===== src/rtl/rca_ou_lsq_if.sv =====
// Request/response bundle between one reconfigurable-accelerator OU, its
// load/store queue and the data-memory arbiter port.
interface rca_ou_lsq_if #(
    parameter int XLEN = 32
);
    logic            flush;
    logic [XLEN-1:0] addr;
    logic [XLEN-1:0] data;
    logic [2:0]      fn3;
    logic            load;
    logic            store;
    logic            new_request;
    logic            lsq_full;
    logic [XLEN-1:0] load_data;
    logic            load_complete;
    logic            mem_req_valid;
    logic            mem_req_ready;
    logic [XLEN-1:0] mem_addr;
    logic [XLEN-1:0] mem_wdata;
    logic [3:0]      mem_be;
    logic            mem_load;
    logic            mem_store;
    logic            mem_rd_valid;
    logic [XLEN-1:0] mem_rd_data;

    // Environment side: the OU plus the memory arbiter.
    modport master (
        output flush, addr, data, fn3, load, store, new_request,
               mem_req_ready, mem_rd_valid, mem_rd_data,
        input  lsq_full, load_data, load_complete, mem_req_valid,
               mem_addr, mem_wdata, mem_be, mem_load, mem_store
    );

    // Queue side.
    modport slave (
        input  flush, addr, data, fn3, load, store, new_request,
               mem_req_ready, mem_rd_valid, mem_rd_data,
        output lsq_full, load_data, load_complete, mem_req_valid,
               mem_addr, mem_wdata, mem_be, mem_load, mem_store
    );
endinterface


===== src/rtl/rca_ou_lsq.sv =====
// Per-OU load/store queue: buffers OU requests in order, issues them to a
// word-addressed memory port with byte enables and returns extended loads.
// At most one load is outstanding; issue stalls until its data returns.
module rca_ou_lsq #(
    parameter int LSQ_DEPTH = 4
) (
    input  logic        clk,
    input  logic        rst,
    rca_ou_lsq_if.slave bus
);
    localparam int XLEN = 32;
    localparam int PW   = $clog2(LSQ_DEPTH);
    localparam logic [PW:0]   CNT_FULL = (PW+1)'(LSQ_DEPTH);
    localparam logic [PW:0]   CNT_ONE  = (PW+1)'(1);
    localparam logic [PW-1:0] PTR_ONE  = PW'(1);

    typedef enum logic [1:0] {
        ST_IDLE      = 2'd0,
        ST_WAIT_LOAD = 2'd1,
        ST_DRAIN     = 2'd2
    } state_t;

    // Replicate store data across the byte lanes selected by the access size.
    function automatic logic [XLEN-1:0] fmt_wdata(logic [1:0] sz, logic [XLEN-1:0] d);
        logic [XLEN-1:0] w;
        case (sz)
            2'b00:   w = {4{d[7:0]}};
            2'b01:   w = {2{d[15:0]}};
            default: w = d;
        endcase
        return w;
    endfunction

    // Byte enables; address bits below the access size are ignored.
    function automatic logic [3:0] fmt_be(logic [1:0] sz, logic [1:0] a);
        logic [3:0] be;
        case (sz)
            2'b00:   be = 4'b0001 << a;
            2'b01:   be = a[1] ? 4'b1100 : 4'b0011;
            default: be = 4'b1111;
        endcase
        return be;
    endfunction

    // Pick the addressed byte/half of the raw word and sign/zero extend it.
    function automatic logic [XLEN-1:0] ext_load(logic [2:0] f, logic [1:0] a, logic [XLEN-1:0] w);
        logic [7:0]      b;
        logic [15:0]     h;
        logic [XLEN-1:0] r;
        case (a)
            2'b00:   b = w[7:0];
            2'b01:   b = w[15:8];
            2'b10:   b = w[23:16];
            default: b = w[31:24];
        endcase
        h = a[1] ? w[31:16] : w[15:0];
        case (f)
            3'b000:  r = {{24{b[7]}}, b};
            3'b100:  r = {24'd0, b};
            3'b001:  r = {{16{h[15]}}, h};
            3'b101:  r = {16'd0, h};
            default: r = w;
        endcase
        return r;
    endfunction

    logic [XLEN-1:0] q_addr_q [LSQ_DEPTH];
    logic [XLEN-1:0] q_addr_d [LSQ_DEPTH];
    logic [XLEN-1:0] q_data_q [LSQ_DEPTH];
    logic [XLEN-1:0] q_data_d [LSQ_DEPTH];
    logic [2:0]      q_fn3_q  [LSQ_DEPTH];
    logic [2:0]      q_fn3_d  [LSQ_DEPTH];
    logic            q_load_q [LSQ_DEPTH];
    logic            q_load_d [LSQ_DEPTH];

    logic [PW-1:0]   wr_ptr_q, wr_ptr_d, rd_ptr_q, rd_ptr_d;
    logic [PW:0]     count_q, count_d;
    logic            lsq_full_q, lsq_full_d;
    state_t          state_q, state_d;
    logic [2:0]      lat_fn3_q, lat_fn3_d;
    logic [1:0]      lat_off_q, lat_off_d;
    logic [XLEN-1:0] load_data_q, load_data_d;
    logic            load_complete_q, load_complete_d;

    logic [XLEN-1:0] head_addr_s, head_data_s;
    logic [2:0]      head_fn3_s;
    logic            head_load_s, req_valid_s, enq_s, deq_s;

    // Head entry and the enqueue/dequeue handshakes for this cycle.
    always_comb begin
        head_addr_s = q_addr_q[rd_ptr_q];
        head_data_s = q_data_q[rd_ptr_q];
        head_fn3_s  = q_fn3_q[rd_ptr_q];
        head_load_s = q_load_q[rd_ptr_q];
        req_valid_s = (count_q != '0) && (state_q == ST_IDLE);
        deq_s       = req_valid_s && bus.mem_req_ready;
        enq_s       = bus.new_request && (bus.load ^ bus.store) && !lsq_full_q && !bus.flush;
    end

    // Queue storage, pointers and occupancy; flush empties everything.
    always_comb begin
        q_addr_d = q_addr_q;
        q_data_d = q_data_q;
        q_fn3_d  = q_fn3_q;
        q_load_d = q_load_q;
        wr_ptr_d = wr_ptr_q;
        rd_ptr_d = rd_ptr_q;
        count_d  = count_q;
        if (bus.flush) begin
            wr_ptr_d = '0;
            rd_ptr_d = '0;
            count_d  = '0;
        end else begin
            if (enq_s) begin
                q_addr_d[wr_ptr_q] = bus.addr;
                q_data_d[wr_ptr_q] = bus.data;
                q_fn3_d[wr_ptr_q]  = bus.fn3;
                q_load_d[wr_ptr_q] = bus.load;
                wr_ptr_d           = wr_ptr_q + PTR_ONE;
            end else begin
                wr_ptr_d = wr_ptr_q;
            end
            if (deq_s) begin
                rd_ptr_d = rd_ptr_q + PTR_ONE;
            end else begin
                rd_ptr_d = rd_ptr_q;
            end
            case ({enq_s, deq_s})
                2'b10:   count_d = count_q + CNT_ONE;
                2'b01:   count_d = count_q - CNT_ONE;
                default: count_d = count_q;
            endcase
        end
        lsq_full_d = (count_d == CNT_FULL);
    end

    // Load-tracking FSM: blocks issue while a load is outstanding and
    // swallows the response of a load orphaned by a flush.
    always_comb begin
        state_d         = state_q;
        lat_fn3_d       = lat_fn3_q;
        lat_off_d       = lat_off_q;
        load_data_d     = load_data_q;
        load_complete_d = 1'b0;
        case (state_q)
            ST_IDLE: begin
                if (deq_s && head_load_s) begin
                    state_d   = bus.flush ? ST_DRAIN : ST_WAIT_LOAD;
                    lat_fn3_d = head_fn3_s;
                    lat_off_d = head_addr_s[1:0];
                end else begin
                    state_d = ST_IDLE;
                end
            end
            ST_WAIT_LOAD: begin
                if (bus.mem_rd_valid) begin
                    state_d         = ST_IDLE;
                    load_data_d     = ext_load(lat_fn3_q, lat_off_q, bus.mem_rd_data);
                    load_complete_d = 1'b1;
                end else if (bus.flush) begin
                    state_d = ST_DRAIN;
                end else begin
                    state_d = ST_WAIT_LOAD;
                end
            end
            ST_DRAIN: begin
                if (bus.mem_rd_valid) begin
                    state_d = ST_IDLE;
                end else begin
                    state_d = ST_DRAIN;
                end
            end
            default: state_d = ST_IDLE;
        endcase
    end

    // Control and result registers with synchronous reset.
    always_ff @(posedge clk) begin
        if (rst) begin
            wr_ptr_q        <= '0;
            rd_ptr_q        <= '0;
            count_q         <= '0;
            lsq_full_q      <= 1'b0;
            state_q         <= ST_IDLE;
            lat_fn3_q       <= 3'd0;
            lat_off_q       <= 2'd0;
            load_data_q     <= '0;
            load_complete_q <= 1'b0;
        end else begin
            wr_ptr_q        <= wr_ptr_d;
            rd_ptr_q        <= rd_ptr_d;
            count_q         <= count_d;
            lsq_full_q      <= lsq_full_d;
            state_q         <= state_d;
            lat_fn3_q       <= lat_fn3_d;
            lat_off_q       <= lat_off_d;
            load_data_q     <= load_data_d;
            load_complete_q <= load_complete_d;
        end
    end

    // Queue payload; only meaningful where count marks an entry valid.
    always_ff @(posedge clk) begin
        q_addr_q <= q_addr_d;
        q_data_q <= q_data_d;
        q_fn3_q  <= q_fn3_d;
        q_load_q <= q_load_d;
    end

    assign bus.lsq_full      = lsq_full_q;
    assign bus.load_data     = load_data_q;
    assign bus.load_complete = load_complete_q;
    assign bus.mem_req_valid = req_valid_s;
    assign bus.mem_addr      = {head_addr_s[XLEN-1:2], 2'b00};
    assign bus.mem_wdata     = head_load_s ? '0 : fmt_wdata(head_fn3_s[1:0], head_data_s);
    assign bus.mem_be        = fmt_be(head_fn3_s[1:0], head_addr_s[1:0]);
    assign bus.mem_load      = req_valid_s && head_load_s;
    assign bus.mem_store     = req_valid_s && !head_load_s;
endmodule

===== src/flat_wrapper.sv =====
// flat-port wrapper written by rule: the top's interface ports become plain ports
module rca_ou_lsq_flat 
#(
    parameter int LSQ_DEPTH = 4
)
  (clk, rst, bus_flush, bus_addr, bus_data, bus_fn3, bus_load, bus_store, bus_new_request, bus_mem_req_ready, bus_mem_rd_valid, bus_mem_rd_data, bus_lsq_full, bus_load_data, bus_load_complete, bus_mem_req_valid, bus_mem_addr, bus_mem_wdata, bus_mem_be, bus_mem_load, bus_mem_store);
  rca_ou_lsq_if bus_i ();
  input  logic clk;
  input  logic rst;
  input wire logic [$bits(bus_i.flush)-1:0] bus_flush;
  input wire logic [$bits(bus_i.addr)-1:0] bus_addr;
  input wire logic [$bits(bus_i.data)-1:0] bus_data;
  input wire logic [$bits(bus_i.fn3)-1:0] bus_fn3;
  input wire logic [$bits(bus_i.load)-1:0] bus_load;
  input wire logic [$bits(bus_i.store)-1:0] bus_store;
  input wire logic [$bits(bus_i.new_request)-1:0] bus_new_request;
  input wire logic [$bits(bus_i.mem_req_ready)-1:0] bus_mem_req_ready;
  input wire logic [$bits(bus_i.mem_rd_valid)-1:0] bus_mem_rd_valid;
  input wire logic [$bits(bus_i.mem_rd_data)-1:0] bus_mem_rd_data;
  output wire logic [$bits(bus_i.lsq_full)-1:0] bus_lsq_full;
  output wire logic [$bits(bus_i.load_data)-1:0] bus_load_data;
  output wire logic [$bits(bus_i.load_complete)-1:0] bus_load_complete;
  output wire logic [$bits(bus_i.mem_req_valid)-1:0] bus_mem_req_valid;
  output wire logic [$bits(bus_i.mem_addr)-1:0] bus_mem_addr;
  output wire logic [$bits(bus_i.mem_wdata)-1:0] bus_mem_wdata;
  output wire logic [$bits(bus_i.mem_be)-1:0] bus_mem_be;
  output wire logic [$bits(bus_i.mem_load)-1:0] bus_mem_load;
  output wire logic [$bits(bus_i.mem_store)-1:0] bus_mem_store;
  assign bus_i.flush = bus_flush;
  assign bus_i.addr = bus_addr;
  assign bus_i.data = bus_data;
  assign bus_i.fn3 = bus_fn3;
  assign bus_i.load = bus_load;
  assign bus_i.store = bus_store;
  assign bus_i.new_request = bus_new_request;
  assign bus_i.mem_req_ready = bus_mem_req_ready;
  assign bus_i.mem_rd_valid = bus_mem_rd_valid;
  assign bus_i.mem_rd_data = bus_mem_rd_data;
  assign bus_lsq_full = bus_i.lsq_full;
  assign bus_load_data = bus_i.load_data;
  assign bus_load_complete = bus_i.load_complete;
  assign bus_mem_req_valid = bus_i.mem_req_valid;
  assign bus_mem_addr = bus_i.mem_addr;
  assign bus_mem_wdata = bus_i.mem_wdata;
  assign bus_mem_be = bus_i.mem_be;
  assign bus_mem_load = bus_i.mem_load;
  assign bus_mem_store = bus_i.mem_store;
  rca_ou_lsq #(.LSQ_DEPTH(LSQ_DEPTH)) u_core (.clk(clk), .rst(rst), .bus(bus_i));
endmodule

===== config.mk =====
export PLATFORM = sky130hd
export DESIGN_NAME = rca_ou_lsq_flat
export DESIGN_NICKNAME = d
export VERILOG_FILES = /design/src/rtl/rca_ou_lsq_if.sv /design/src/rtl/rca_ou_lsq.sv /design/src/flat_wrapper.sv
export SDC_FILE = /design/constraint.sdc
export NUM_CORES = 1
export LEC_CHECK = 0
export ABC_AREA = 0
export BUFFER_PORTS_ARGS = -buffer_cell sky130_fd_sc_hd__buf_2
export CAP_MARGIN = 20
export CORE_MARGIN = 5
export CORE_UTILIZATION = 45
export DETAILED_ROUTE_END_ITERATION = 16
export PLACE_DENSITY = 0.68
export SKIP_LAST_GASP = 1
export SLEW_MARGIN = 20
export SYNTH_ARGS = -nofsm -noshare
export SYNTH_HDL_FRONTEND = slang
export SYNTH_SLANG_ARGS = --single-unit

===== constraint.sdc =====
create_clock -name clk -period 2.9 [get_ports clk]
set_input_delay 0.145 -clock clk [delete_from_list [all_inputs] [get_ports clk]]
set_output_delay 0.145 -clock clk [all_outputs]
set_load 0.05 [all_outputs]

==> summary.md <==
| Metric | Value |
|---|---|
| Crit path max-delay cell type | `mux4_2` |
| Launching element type of the critical path | `flop` |
| Post-route cell area | `16500 um2` |
| Status | `finished, final reports clean` |
| Die Height | `181 um` |
| Psw | `2.19 mW` |
| Final Cycle Share | `93.0%` |
| Leak Pwr | `5.83 nW` |
| Antenna fix cells | `0` |
| Placed cell areas | `14400 um2` |
| Std cell rows | `62` |
| Clock network latency to the later pin of the worst-skew pair | `0.53 ns` |
| Hold slack final | `0.0498 ns` |
| CTS H-Tree Depth | `2` |
| TritonCTS clock tree | `done` |
| Final Wtd Congestion | `0.770` |
| Root buffer cell | `clkbuf_16` |
| Post-DR vias/cell | `5.21` |
| Worst-case clock buffer depth | `3` |
| Setup TNS | `0 ns` |
| Vias in the first global route | `7816` |
| Worst EP arrival | `2.55 ns` |
| Grt ovf | `0` |
| Nets | `1165` |
| HPWL Detailed | `18600 um` |
| Cells after Synth | `771` |
| Top-level I/O count | `212` |
| Per-cell routed wire length | `19.7 um` |
| Clock Power Share | `44.3%` |
| Least-Margin Pin Slew | `0.780 ns` |
| Final core utilization | `57.5%` |
| Peak supply drop | `882 uV` |
| Most common cell after layout, fill and taps aside | `edfxtp_1` |
| Final Critical Period | `2.70 ns` |
| Crit-path max FO | `12` |
| Residual DRC count | `0` |
| Syn Std Cell Area | `13100 um2` |
| Required @ worst endpoint | `2.76 ns` |
| Clk sink count | `320` |
| Final hold vios | `0` |
| Initial antenna violation count | `2` |
| Initial core utilization | `45.7%` |
| WL final | `28800 um` |
| Sequential power share | `49.3%` |
| Class of the worst hold path | `input pin to flop` |
| Post-layout power | `10.2 mW` |
| First-pass GRT wire length | `45000 um` |
| Clock Skew | `0.0149 ns` |
| Vias | `7610` |
| Layout cells sized above 1 | `35.3%` |
| Power share of the combinational group | `6.3%` |
| Setup Viol. Count Final | `0` |
| Most frequent cells in the layout | `edfxtp_1, buf_2, dlygate4sd3_1, mux4_2, nor2_1` |
| Largest net degree at the start of global routing | `55` |
| Area growth syn-to-layout | `26.0%` |
| Sw Ratio | `21.4%` |
| P per Cell Area | `619 nW/um2` |
| Internal | `8.04 mW` |
| Slew Limit Fails | `0` |
| #FFs+latches synth | `320` |
| 1st-iter DRT viols | `500` |
| Post-Syn Area per Cell | `17.0 um2` |
| RSZ-0062 raised after global routing | `false` |
| Die area | `32600 um2` |
| DRT Pass-1 Iters | `5` |
| Post-synthesis sequential area ratio | `69.6%` |
| Maximum clock rate | `0.371 GHz` |
| Largest stage delay, worst path | `0.76 ns` |
| ANT nets after route | `0` |
| Worst setup EP type | `output pin` |
| Synth cell types | `45` |
| Max_cap viols | `0` |
| Total CTS buffers | `35` |
| Gr usage total | `17.3%` |
| Chip Width | `181 um` |
| Crit path cell chain | `mux4_2, nor2_8, mux2i_1, nor2_1, buf_2` |
| Slew HR | `48.0%` |
| Core Area | `28700 um2` |
| Port bufs | `209` |
| Worst-path clk slew | `0.06 ns` |
| Ys Warns | `0` |
| Critical path type | `flop to output pin` |
[registers in the layout (all words and copies together) (netlist names)]
signal                    flops
u_core.bus.load_complete      1
u_core.lat_fn3_q              3
u_core.bus.load_data         32
u_core.bus.lsq_full           1
u_core.lat_off_q              2
u_core.count_q                3
u_core.q_fn3_q               12
u_core.rd_ptr_q               2
u_core.state_q                2
u_core.q_addr_q             128
u_core.q_data_q             128
u_core.q_load_q               4
u_core.wr_ptr_q               2
[per-layer routing]
| layer | GRT usage (%) | part of all wire [%] | routed length, um | up-vias |
|---|---|---|---|---|
| met5 | 0 | 0.094 | 27 | - |
| met3 | 3.94 | 6.6 | 1890 | 52 |
| met4 | 4.42 | 2.0 | 569 | 4 |
| li1 | - | - | - | 3534 |
| met2 | 28.7 | 49 | 14100 | 256 |
| met1 | 23.5 | 42 | 12200 | 3764 |
[through the flow]
stage	worst slack [ns]	instances
after global routing	0.0677	1462
after CTS	0.0228	1462
after detailed placement	0.588	1307
after floorplan	0.0742	772
after global placement	0.625	1307
final	0.204	1462
[synthesized netlist by cell type, drive strengths merged]
library cell	n	area, um2
edfxtp	272	8170
mux4	67	1510
nor2	65	270
buf	63	448
dfxtp	48	961
nand2	39	146
a211oi	31	243
a21oi	30	154
mux2i	24	253
mux2	15	169
clkbuf	14	52.6
o21ai	13	65.1
nand3b	12	90.1
nor3	12	60.1
nor2b	10	62.6
inv	7	26.3
nor3b	7	52.6
and2	6	37.5
a2bb2oi	5	43.8
ha	5	62.6
xnor2	5	43.8
nand2b	4	25.0
a2111oi	2	17.5
a221oi	2	17.5
nor4	2	12.5
xor2	2	17.5
a22oi	1	12.5
conb	1	3.75
fa	1	20.0
nand3	1	5.00
nand4b	1	23.8
nor4b	1	15.0
o21bai	1	7.51
o22ai	1	6.26
or2	1	6.26
[critical path: cells and delay by family, from the launching register on]
kind                   cells  cell delay [ns]
buffers and inverters      1             0.25
DFF                        1             0.46
muxes                      2             0.97
and+or+nand+nor            2             0.34
[layout make-up]
class / count / area, um2
clock buffers: 42 / 922
clock inverters: 21 / 270
fillers: 2245 / 12200
inverters: 7 / 26.3
multi-input cells: 368 / 3480
flip-flops and latches: 320 / 9140
well taps: 384 / 480
repair buffers: 320 / 2200
[logic make-up after synthesis]
logic type                 count (synthesis)  share of synthesized area [%]
other                                      1                         0.0286
and+or+nand+nor                          161                           6.16
xor gates and xnor gates                   7                          0.468
muxes                                    106                           14.7
AOI/OAI and AO/OA                         86                           4.32
adders and majority gates                  6                          0.630
buffers and inverters                     84                           4.02
DFF                                      320                           69.6
[timing repair]
item / 4_1_cts / 5_1_grt
buffers inserted: 0 / 0
endpoints found under the hold margin: 297 / 0
resized for setup: 0 / 2
endpoints found under the setup margin: 0 / 7
hold buffers: 92 / 0
[final timing paths]
kind / start / to / slack, ns / depth (start not counted)
hold / removal: bus_mem_rd_data[14] / u_core.bus.load_data[14] / 0.05 / 4
setup reg to reg: u_core.count_q[1] / u_core.bus.lsq_full / 0.66 / 9
setup / recovery: u_core.rd_ptr_q[0] / bus_mem_wdata[9] / 0.20 / 5
hold reg to reg: u_core.bus.load_data[20] / u_core.bus.load_data[20] / 0.49 / 2
[power by group through the flow]
stage | Combinational, mW | Clock [mW] | Sequential (mW)
floorplan | 0.348 | 0 | 5.15
global placement | 0.540 | 0 | 5.14
detailed placement | 0.549 | 0 | 5.14
CTS | 0.650 | 4.65 | 5.05
global route | 0.693 | 4.86 | 5.05
finish | 0.648 | 4.53 | 5.05
Note: power is estimated with default switching activity, not from simulation.
